<file path="config.mk">
export PLATFORM = sky130hd
export DESIGN_NAME = usb_rx_phy_flat
export DESIGN_NICKNAME = d
export VERILOG_FILES = /design/src/rtl/usb_rx_phy_pkg.sv /design/src/rtl/usb_rx_phy_if.sv /design/src/rtl/usb_rx_dpll.sv /design/src/rtl/usb_rx_phy.sv /design/src/flat_wrapper.sv
export SDC_FILE = /design/constraint.sdc
export NUM_CORES = 1
export LEC_CHECK = 0
export CORE_MARGIN = 3
export CORE_UTILIZATION = 25
export CTS_BUF_LIST = sky130_fd_sc_hd__clkbuf_16
export CTS_CLUSTER_DIAMETER = 60
export DETAILED_ROUTE_END_ITERATION = 16
export SYNTH_ARGS = -nofsm -noshare
export SYNTH_HDL_FRONTEND = slang
export SYNTH_SLANG_ARGS = --single-unit
</file>
<file path="constraint.sdc">
create_clock -name clk -period 4.9 [get_ports clk]
set_input_delay 0.735 -clock clk [delete_from_list [all_inputs] [get_ports clk]]
set_output_delay 0.735 -clock clk [all_outputs]
set_load 0.02 [all_outputs]
</file>
<file path="src/rtl/usb_rx_phy_pkg.sv">
// Shared types for the low-speed USB receive PHY: pin pair, line-state
// codes and the receive FSM state.
package usb_rx_phy_pkg;

    // Bit 1 = D-, bit 0 = D+
    typedef logic [1:0] d_port_t;

    // Low-speed J/K coding
    localparam d_port_t LS_SE0 = 2'b00;
    localparam d_port_t LS_K   = 2'b01;
    localparam d_port_t LS_J   = 2'b10;
    localparam d_port_t LS_SE1 = 2'b11;

    localparam int unsigned BYTE_W         = 8;
    localparam int unsigned STUFF_RUN      = 6;
    localparam int unsigned SYNC_MIN_ZEROS = 3;

    typedef enum logic [2:0] {
        ST_IDLE,
        ST_SYNC,
        ST_DATA,
        ST_EOP,
        ST_ERR
    } rx_state_t;

endpackage

</file>
<file path="src/rtl/usb_rx_phy_if.sv">
// Receive-side bus of the USB PHY.
//   d_i        raw pins into the PHY
//   line_state synchronized pins
//   rx_*       received byte stream and packet framing
//   usb_reset  bus-reset level
// master = PHY side, slave = consumer / pin driver side.
interface usb_rx_phy_if;
    import usb_rx_phy_pkg::*;

    d_port_t    d_i;
    d_port_t    line_state;
    logic [7:0] rx_data;
    logic       rx_valid;
    logic       rx_active;
    logic       rx_eop;
    logic       rx_error;
    logic       usb_reset;

    modport master (
        input  d_i,
        output line_state, rx_data, rx_valid, rx_active, rx_eop, rx_error, usb_reset
    );

    modport slave (
        output d_i,
        input  line_state, rx_data, rx_valid, rx_active, rx_eop, rx_error, usb_reset
    );
endinterface

</file>
<file path="src/rtl/usb_rx_dpll.sv">
// Pin synchronizer and bit-phase recovery.
//   clk, reset  24 MHz clock, async active-high reset
//   d_i         raw pins (asynchronous)
//   line_state  second synchronizer flop
//   sample_stb  one-cycle strobe near mid-bit, aligned with line_state
module usb_rx_dpll
    import usb_rx_phy_pkg::*;
#(
    parameter int unsigned CLKS_PER_BIT = 16
) (
    input  logic    clk,
    input  logic    reset,
    input  d_port_t d_i,
    output d_port_t line_state,
    output logic    sample_stb
);
    localparam int unsigned    PH_W      = (CLKS_PER_BIT > 2) ? $clog2(CLKS_PER_BIT) : 1;
    localparam logic [PH_W-1:0] PH_LAST   = PH_W'(CLKS_PER_BIT - 1);
    localparam logic [PH_W-1:0] PH_SAMPLE = PH_W'(CLKS_PER_BIT / 2 - 1);

    d_port_t         meta_q, meta_d;
    d_port_t         line_q, line_d;
    logic [PH_W-1:0] phase_q, phase_d;
    logic            stb_q, stb_d;

    // Phase restarts on the clock where line_state takes a new value,
    // so the strobe lands a fixed distance after every transition.
    always_comb begin
        meta_d = d_i;
        line_d = meta_q;
        if (meta_q != line_q || phase_q == PH_LAST) begin
            phase_d = '0;
        end else begin
            phase_d = phase_q + PH_W'(1);
        end
        stb_d = (phase_d == PH_SAMPLE);
    end

    always_ff @(posedge clk or posedge reset) begin
        if (reset) begin
            meta_q  <= LS_J;
            line_q  <= LS_J;
            phase_q <= '0;
            stb_q   <= 1'b0;
        end else begin
            meta_q  <= meta_d;
            line_q  <= line_d;
            phase_q <= phase_d;
            stb_q   <= stb_d;
        end
    end

    assign line_state = line_q;
    assign sample_stb = stb_q;
endmodule

</file>
<file path="src/rtl/usb_rx_phy.sv">
// Low-speed USB receive PHY: NRZI decode, bit unstuffing, SYNC/EOP framing
// and bus-reset detection on top of usb_rx_dpll.
//   clk, reset  24 MHz clock, async active-high reset
//   bus         usb_rx_phy_if master: d_i in; line_state, rx_data,
//               rx_valid, rx_active, rx_eop, rx_error, usb_reset out
module usb_rx_phy
    import usb_rx_phy_pkg::*;
#(
    parameter int unsigned CLKS_PER_BIT = 16,
    parameter int unsigned RESET_CYCLES = 240000
) (
    input logic          clk,
    input logic          reset,
    usb_rx_phy_if.master bus
);
    localparam int unsigned     SE0_W   = $clog2(RESET_CYCLES + 1);
    localparam logic [SE0_W-1:0] SE0_MAX = SE0_W'(RESET_CYCLES);

    d_port_t ls;
    logic    stb;

    usb_rx_dpll #(.CLKS_PER_BIT(CLKS_PER_BIT)) u_dpll (
        .clk        (clk),
        .reset      (reset),
        .d_i        (bus.d_i),
        .line_state (ls),
        .sample_stb (stb)
    );

    rx_state_t        state_q, state_d;
    logic             prev_k_q, prev_k_d;
    logic [1:0]       zeros_q, zeros_d;
    logic [2:0]       ones_q, ones_d;
    logic [2:0]       bit_cnt_q, bit_cnt_d;
    logic [7:0]       shift_q, shift_d;
    logic [7:0]       data_q, data_d;
    logic             valid_q, valid_d;
    logic             active_q, active_d;
    logic             eop_q, eop_d;
    logic             error_q, error_d;
    logic             eop_ok_q, eop_ok_d;
    logic             seen_se0_q, seen_se0_d;
    logic [SE0_W-1:0] se0_cnt_q, se0_cnt_d;
    logic             usb_reset_q, usb_reset_d;

    logic is_se0, is_j, is_k, bit_val;
    assign is_se0  = (ls == LS_SE0);
    assign is_j    = (ls == LS_J);
    assign is_k    = (ls == LS_K) || (ls == LS_SE1);
    // NRZI: no transition is a 1
    assign bit_val = (is_k == prev_k_q);

    always_comb begin
        state_d    = state_q;
        prev_k_d   = prev_k_q;
        zeros_d    = zeros_q;
        ones_d     = ones_q;
        bit_cnt_d  = bit_cnt_q;
        shift_d    = shift_q;
        data_d     = data_q;
        valid_d    = 1'b0;
        active_d   = active_q;
        eop_d      = 1'b0;
        error_d    = 1'b0;
        eop_ok_d   = eop_ok_q;
        seen_se0_d = seen_se0_q;

        // Bus-reset detector, saturating SE0 run length
        if (is_se0) begin
            se0_cnt_d = (se0_cnt_q == SE0_MAX) ? se0_cnt_q : se0_cnt_q + SE0_W'(1);
        end else begin
            se0_cnt_d = '0;
        end
        usb_reset_d = (se0_cnt_d == SE0_MAX);

        if (stb) begin
            if (!is_se0) prev_k_d = is_k;
            case (state_q)
                ST_IDLE: begin
                    if (is_k) begin
                        state_d = ST_SYNC;
                        zeros_d = 2'd1;
                    end
                end
                ST_SYNC: begin
                    if (is_se0) begin
                        state_d = ST_IDLE;
                    end else if (!bit_val) begin
                        if (zeros_q != 2'(SYNC_MIN_ZEROS)) zeros_d = zeros_q + 2'd1;
                    end else if (zeros_q == 2'(SYNC_MIN_ZEROS)) begin
                        state_d   = ST_DATA;
                        active_d  = 1'b1;
                        ones_d    = '0;
                        bit_cnt_d = '0;
                    end else begin
                        state_d = ST_IDLE;
                    end
                end
                ST_DATA: begin
                    if (is_se0) begin
                        state_d  = ST_EOP;
                        eop_ok_d = (bit_cnt_q == 3'd0);
                    end else if (ones_q == 3'(STUFF_RUN)) begin
                        // Stuff position: a 0 is dropped, a 1 is a violation
                        if (bit_val) begin
                            state_d    = ST_ERR;
                            error_d    = 1'b1;
                            active_d   = 1'b0;
                            seen_se0_d = 1'b0;
                        end else begin
                            ones_d = '0;
                        end
                    end else begin
                        shift_d   = {bit_val, shift_q[7:1]};
                        ones_d    = bit_val ? ones_q + 3'd1 : 3'd0;
                        bit_cnt_d = bit_cnt_q + 3'd1;
                        if (bit_cnt_q == 3'(BYTE_W - 1)) begin
                            data_d  = shift_d;
                            valid_d = 1'b1;
                        end
                    end
                end
                ST_EOP: begin
                    if (is_j) begin
                        state_d  = ST_IDLE;
                        eop_d    = eop_ok_q;
                        error_d  = !eop_ok_q;
                        active_d = 1'b0;
                    end
                end
                ST_ERR: begin
                    if (is_se0) begin
                        seen_se0_d = 1'b1;
                    end else if (is_j && seen_se0_q) begin
                        state_d = ST_IDLE;
                    end
                end
                default: state_d = ST_IDLE;
            endcase
            if (state_d == ST_IDLE) prev_k_d = 1'b0;
        end

        // Bus reset abandons everything silently
        if (usb_reset_d) begin
            state_d  = ST_IDLE;
            prev_k_d = 1'b0;
            active_d = 1'b0;
            valid_d  = 1'b0;
            eop_d    = 1'b0;
            error_d  = 1'b0;
        end
    end

    always_ff @(posedge clk or posedge reset) begin
        if (reset) begin
            state_q     <= ST_IDLE;
            prev_k_q    <= 1'b0;
            zeros_q     <= '0;
            ones_q      <= '0;
            bit_cnt_q   <= '0;
            shift_q     <= '0;
            data_q      <= '0;
            valid_q     <= 1'b0;
            active_q    <= 1'b0;
            eop_q       <= 1'b0;
            error_q     <= 1'b0;
            eop_ok_q    <= 1'b0;
            seen_se0_q  <= 1'b0;
            se0_cnt_q   <= '0;
            usb_reset_q <= 1'b0;
        end else begin
            state_q     <= state_d;
            prev_k_q    <= prev_k_d;
            zeros_q     <= zeros_d;
            ones_q      <= ones_d;
            bit_cnt_q   <= bit_cnt_d;
            shift_q     <= shift_d;
            data_q      <= data_d;
            valid_q     <= valid_d;
            active_q    <= active_d;
            eop_q       <= eop_d;
            error_q     <= error_d;
            eop_ok_q    <= eop_ok_d;
            seen_se0_q  <= seen_se0_d;
            se0_cnt_q   <= se0_cnt_d;
            usb_reset_q <= usb_reset_d;
        end
    end

    assign bus.line_state = ls;
    assign bus.rx_data    = data_q;
    assign bus.rx_valid   = valid_q;
    assign bus.rx_active  = active_q;
    assign bus.rx_eop     = eop_q;
    assign bus.rx_error   = error_q;
    assign bus.usb_reset  = usb_reset_q;
endmodule

</file>
<file path="src/flat_wrapper.sv">
// flat-port wrapper written by rule: the top's interface ports become plain ports
module usb_rx_phy_flat import usb_rx_phy_pkg::*;
#(
    parameter int unsigned CLKS_PER_BIT = 16,
    parameter int unsigned RESET_CYCLES = 240000
)
  (clk, reset, bus_d_i, bus_line_state, bus_rx_data, bus_rx_valid, bus_rx_active, bus_rx_eop, bus_rx_error, bus_usb_reset);
  usb_rx_phy_if bus_i ();
  input logic clk;
  input logic reset;
  input wire logic [$bits(bus_i.d_i)-1:0] bus_d_i;
  output wire logic [$bits(bus_i.line_state)-1:0] bus_line_state;
  output wire logic [$bits(bus_i.rx_data)-1:0] bus_rx_data;
  output wire logic [$bits(bus_i.rx_valid)-1:0] bus_rx_valid;
  output wire logic [$bits(bus_i.rx_active)-1:0] bus_rx_active;
  output wire logic [$bits(bus_i.rx_eop)-1:0] bus_rx_eop;
  output wire logic [$bits(bus_i.rx_error)-1:0] bus_rx_error;
  output wire logic [$bits(bus_i.usb_reset)-1:0] bus_usb_reset;
  assign bus_i.d_i = bus_d_i;
  assign bus_line_state = bus_i.line_state;
  assign bus_rx_data = bus_i.rx_data;
  assign bus_rx_valid = bus_i.rx_valid;
  assign bus_rx_active = bus_i.rx_active;
  assign bus_rx_eop = bus_i.rx_eop;
  assign bus_rx_error = bus_i.rx_error;
  assign bus_usb_reset = bus_i.usb_reset;
  usb_rx_phy #(.CLKS_PER_BIT(CLKS_PER_BIT), .RESET_CYCLES(RESET_CYCLES)) u_core (.clk(clk), .reset(reset), .bus(bus_i));
endmodule
</file>
==> Yosys cells after proc, flatten, opt, wreduce, memory -nomap -nowiden <==
Cells that the tools add are included.
{ "op_classes": {"addsub": 5, "eq_ne": 37, "muxes": 66, "n_bitwise": 2, "n_reduce_logical": 22} }
{ "op_table": {"columns": ["op", "count"], "rows": [
  ["3-bit two-way mux", 21],
  ["18-bit == test, second input constant", 2],
  ["18-bit two-way mux", 2],
  ["1-bit two-way mux", 30],
  ["18-bit by 1-bit adder with 18-bit output, second input constant", 1],
  ["3-bit by 1-bit != test with 1-bit output, second input constant", 5],
  ["3-bit case mux with 5 select lines", 1],
  ["2-bit by 1-bit != test with 1-bit output, second input constant", 7],
  ["7-bit AND reduction", 2],
  ["3-bit case mux with 2 select lines", 2],
  ["6-bit AND reduction", 2],
  ["2-bit two-way mux", 5],
  ["2-bit != test, second input constant", 5],
  ["3-bit == test, second input constant", 3],
  ["3-bit logical NOT", 3],
  ["3-bit by 2-bit != test with 1-bit output, second input constant", 3],
  ["9-bit AND reduction", 1],
  ["2-bit nonzero test", 4],
  ["3-bit by 1-bit adder with 3-bit output, second input constant", 2],
  ["2-bit == test, second input constant", 3],
  ["3-bit by 2-bit == test with 1-bit output, second input constant", 2],
  ["5-bit AND reduction", 1],
  ["4-bit by 1-bit adder with 4-bit output, second input constant", 1],
  ["4-bit by 3-bit == test with 1-bit output, second input constant", 1],
  ["20 further kinds", 23]
]} }
{ "word_totals": {"reg_bits": 62, "in_bits": 4} }

==> Depth between registers and ports, before layout <==
{ "logic_depth": {"word_depth": 12, "mapped_depth": 9, "ltp_nobuf": 8} }

==> By module <==
A second synthesis with hierarchy kept.
{ "hier_totals": {"cells_unflattened": 304, "hier_area_um2": 3140.5} }
{ "by_module_without_submodules": {"columns": ["mod", "instances", "cells_per_inst", "area_each_um2"], "rows": [
  ["usb_rx_phy", 1, 279, 2801.4],
  ["usb_rx_dpll", 1, 25, 339.1]
]} }

==> Worst setup path before layout <==
Ideal clock, no wire load.
{ "synth_path": {"path_type": "flip-flop to flip-flop", "from": "reg u_core.se0_cnt_q[0]", "to": "reg u_core.state_q[1]", "setup_time_ns": 0.129, "arrival_ns": 1.995, "required_ns": 4.771, "path_slack_ns": 2.776, "stages_incl_launch_ff": 10, "n_path_buf": 1, "period_less_slack_ns": 2.124, "cell_sequence": "dfrtp_1 > inv_1 > ha_1 > nor4b_1 > and3_4 > a2111o_1 > a2111oi_0 > and4b_1 > buf_6 > a211oi_2"} }
{ "synth_between": {"elab_chain_cells": 5} }
{ "synth_lines": {"columns": ["item", "line", "text"], "rows": [
  ["start, declared", "usb_rx_phy.sv:43", "logic [SE0_W-1:0] se0_cnt_q, se0_cnt_d;"],
  ["start signal, assigned", "usb_rx_phy.sv:185", "se0_cnt_q <= se0_cnt_d;"],
  ["18-bit by 1-bit adder with 18-bit output or 18-bit == test (tied branches)", "usb_rx_phy.sv:70", "se0_cnt_d = (se0_cnt_q == SE0_MAX) ? se0_cnt_q : se0_cnt_q + SE0_W'(1);"],
  ["18-bit two-way mux (*)", "usb_rx_phy.sv:70", null],
  ["18-bit two-way mux (*)", "usb_rx_phy.sv:69", "if (is_se0) begin"],
  ["18-bit == test (*)", "usb_rx_phy.sv:74", "usb_reset_d = (se0_cnt_d == SE0_MAX);"],
  ["named net u_core.usb_reset_d", "usb_rx_phy.sv:44", "logic usb_reset_q, usb_reset_d;"],
  ["3-bit two-way mux or 2-bit nonzero test (tied branches)", null, null],
  ["end signal, assigned", "usb_rx_phy.sv:172", "state_q <= state_d;"],
  ["end, declared", "usb_rx_phy.sv:30", "rx_state_t state_q, state_d;"]
]} }
Mark *: on every way through the listed nets, which the timed path passes. The rest lies on a longest branch.
A chain may end at the register's enable or synchronous reset.

==> Worst setup path in the final report <==
{ "layout_path": {"from": "reg u_core.se0_cnt_q[0]", "to": "reg u_core.active_q, in the netlist u_core.bus.rx_active"} }
{ "layout_between": {"elab_chain_cells": 6} }
{ "layout_lines": {"columns": ["item", "line", "text"], "rows": [
  ["18-bit by 1-bit adder with 18-bit output or 18-bit == test (tied branches)", "usb_rx_phy.sv:70", null],
  ["18-bit two-way mux (*)", "usb_rx_phy.sv:70", null],
  ["18-bit two-way mux (*)", "usb_rx_phy.sv:69", null],
  ["18-bit == test (*)", "usb_rx_phy.sv:74", null],
  ["3-bit by 1-bit != test with 1-bit output (no line) (tied with other cells)", null, null],
  ["9-bit AND reduction (no line)", null, null],
  ["end signal, assigned", "usb_rx_phy.sv:180", "active_q <= active_d;"],
  ["end, declared", "usb_rx_phy.sv:38", "logic active_q, active_d;"]
]} }
Every way passes the cells marked *; elsewhere a longest branch is shown, timed or not.

==> results.md <==
* Outcome: completed
* Number of synthesized flops with an enable pin at 0
* HP Class: register to register
* Worst Path Arrival at 2.86 ns
* Mapped Area at 0.00318 mm2
* Crit Path Max Fanout at 6
* Fillers at 1271
* Number of global-route vias before repair at 2248
* Leakage at 1.60 nW
* Post-cts sizing count at 0
* Commonest non-fill, non-tap cell in the layout: dfrtp_1
* Critical path class: register to register
* Layout cells sized above 1 at 15.0%
* Endpoints failing hold at 0
* Sequential Area at 0.00153 mm2
* IO buf count at 18
* Via count at 2258
* DR WL/cell at 12.6 um
* Worst path required time at 5.10 ns
* Synth async-reset ratio at 100%
* CTS tree: yes
* Clk sinks at 61
* Initial drt markers at 111
* Layout area overhead at 19.1%
* Setup_tns at 0 ns
* Core footprint at 0.0122 mm2
* Layout Utilization at 31.0%
* Largest net degree at the start of global routing at 39
* Total GRT Usage at 9.44%
* Comb pwr share at 4.3%
* Root buffer cell: clkbuf_16
* Row cnt at 40
* Syn Area/Cell at 10.3 um2
* Post-route DRC at 0
* Hold Worst Slack at 0.380 ns
* Total Wirelength at 6250 um
* Worst slew pin tran at 0.772 ns
* Clk Latency, worst-skew pair at 0.33 ns
* Grt total ovfl at 0
* Drt first pass iters at 4
* Die width at 119 um
* Diodes inserted at 0
* Register area share after synthesis at 48.1%
* Peak Freq at 375 MHz
* Synth warn at 0
* Routability-driven placement congestion ratio at 0.856
* #FFs+latches synth at 61
* Most frequent cells in the layout: dfrtp_1, nor2_1, clkdlybuf4s50_1
* Startpoint Class: register
* Hold_buf cts at 0
* Switching Fraction at 23.4%
* Initial antenna violation count at 0
* Number of setup buffers added after CTS at 0
* Skew final at 0.00928 ns
* Period utilization at 54.4%
* DP HPWL at 4430 um
* Fin nets at 335
* Internal Power at 932 uW
* Routed Antenna Nets at 0
* Bufs on Longest Clock Path at 2
* Final min period at 2.66 ns
* Nature of the critical path endpoint: register
* Fin area at 0.00379 mm2
* Clock Power Share at 52.6%
* Cells after Synth at 308
* Post-synth top flop: dfrtp_1
* Syn nets at 321
* Vias/cell at 4.56
* # setup viols final at 0
* Initial core utilization at 26.0%
* PD cells at 321 mW/mm2
* Sequential Power Share at 43.0%
* Sw Pwr at 285 uW
* Post-synth cell types at 59
* RSZ-0062 raised after global routing: false
* Worst VDD drop at 0.000163 V
* Number of buffers created by CTS at 9
* DIE AREA at 0.0141 mm2
* I/O pin count at 19
* First-pass GRT wire length at 10900 um
* Max Slew Vio Count at 0
* Multi-input logic area at 0.00149 mm2
* H-tree levels at 3
* Die H at 119 um
* Worst slew margin at 48.4%
* Placed Area at 0.00348 mm2
* Reg clk slew, reported paths at 0.06 ns
* Max_cap viols at 0
==> through the flow <==
step                      power (mW)  setup slack (ns)  std cells
after detailed placement       0.586              2.28        479
after CTS                       1.24              2.26        495
after global routing            1.26              2.01        495
final                           1.22              2.24        495
after floorplan                0.570              2.66        308
after global placement         0.584              2.28        479
==> sequential cells by signal, summed over array words and instances, names as in the netlist <==
name                      flops
u_core.bus.rx_data            8
u_core.seen_se0_q             1
u_core.ones_q                 3
u_core.u_dpll.sample_stb      1
u_core.prev_k_q               1
u_core.bit_cnt_q              3
u_core.state_q                3
u_core.bus.rx_active          1
u_core.eop_ok_q               1
u_core.u_dpll.line_state      2
u_core.u_dpll.phase_q         4
u_core.se0_cnt_q             18
u_core.bus.rx_error           1
u_core.zeros_q                2
u_core.bus.rx_valid           1
u_core.u_dpll.line_d          2
u_core.bus.rx_eop             1
u_core.bus.usb_reset          1
u_core.shift_q                7
==> worst max-delay path: stages, from the launching register on <==
cell and delay [ns]:
dfrtp_1 0.40, inv_1 0.11, ha_1 0.20, nor4b_1 0.14, and3_4 0.17, a2111o_1 0.37, a2111oi_0 0.55, and4b_1 0.51
nor3_2 0.09
==> area by class of cell <==
type                       count  area share (%)
clock buffer                   9            5.95
clock inverter                 7            2.15
inverter                      16            1.59
multi-input combinational    215            39.4
sequential                    61            40.4
tap                          168            5.55
timing repair buffer          19            4.96
==> Yosys cell counts, types with 3 or more instances <==
master	n	area, um2
buf_4	6	45.0
a22o_1	3	26.3
nor4b_1	3	26.3
nor3_1	6	30.0
o21ai_0	11	55.1
buf_2	5	25.0
xnor2_1	10	87.6
a21oi_1	7	35.0
a31oi_1	3	18.8
and4_1	4	35.0
nand2_1	17	63.8
and3_1	4	25.0
and2_1	3	18.8
dfrtp_1	59	1480
ha_1	9	113
nor2b_1	6	37.5
nor4_1	3	18.8
nor2_2	3	18.8
mux2i_1	5	50.1
nand3_1	16	80.1
nand3b_1	3	22.5
mux2_2	15	169
xor2_1	10	87.6
nor2_1	31	116
clkbuf_1	4	15.0
inv_1	16	60.1
nand4_1	6	37.5
nor3b_1	3	22.5
==> final timing paths <==
path | startpoint | endpoint | slack [ns] | depth (start not counted)
min in group asynchronous | reset | u_core.bus.rx_valid | 0.76 | 2
worst max register to register | u_core.se0_cnt_q[0] | u_core.bus.rx_active | 2.24 | 8
worst min-delay path | u_core.u_dpll.line_d[1] | u_core.u_dpll.line_state[1] | 0.38 | 0
max in group asynchronous | reset | u_core.u_dpll.line_state[1] | 3.25 | 3
worst min register to register | u_core.u_dpll.line_d[1] | u_core.u_dpll.line_state[1] | 0.38 | 0
worst max-delay path | u_core.se0_cnt_q[0] | u_core.bus.rx_active | 2.24 | 8
==> power groups by stage <==
stage / clock network [mW] / logic, mW / registers (mW)
floorplan: 0 / 0.0410 / 0.529
global placement: 0 / 0.0528 / 0.532
detailed placement: 0 / 0.0541 / 0.532
CTS: 0.657 / 0.0542 / 0.523
global route: 0.678 / 0.0604 / 0.525
finish: 0.641 / 0.0525 / 0.523
==> cells by family after synthesis <==
group,Yosys count,synth area share (%)
and+or+nand+nor,123,21.3
xor gates and xnor gates,21,6.02
muxes,20,6.89
DFF,61,48.1
adders and majority gates,9,3.54
AOI/OAI and AO/OA,42,9.25
buffers and inverters,32,4.92
==> routing by layer <==
metal  global-route usage (%)  routed length, um
met5                        0                  0
met4                     2.61                 59
met3                     3.59                372
met2                     13.4               2720
met1                     13.3               3100
Power figures use the tool's default switching activity.
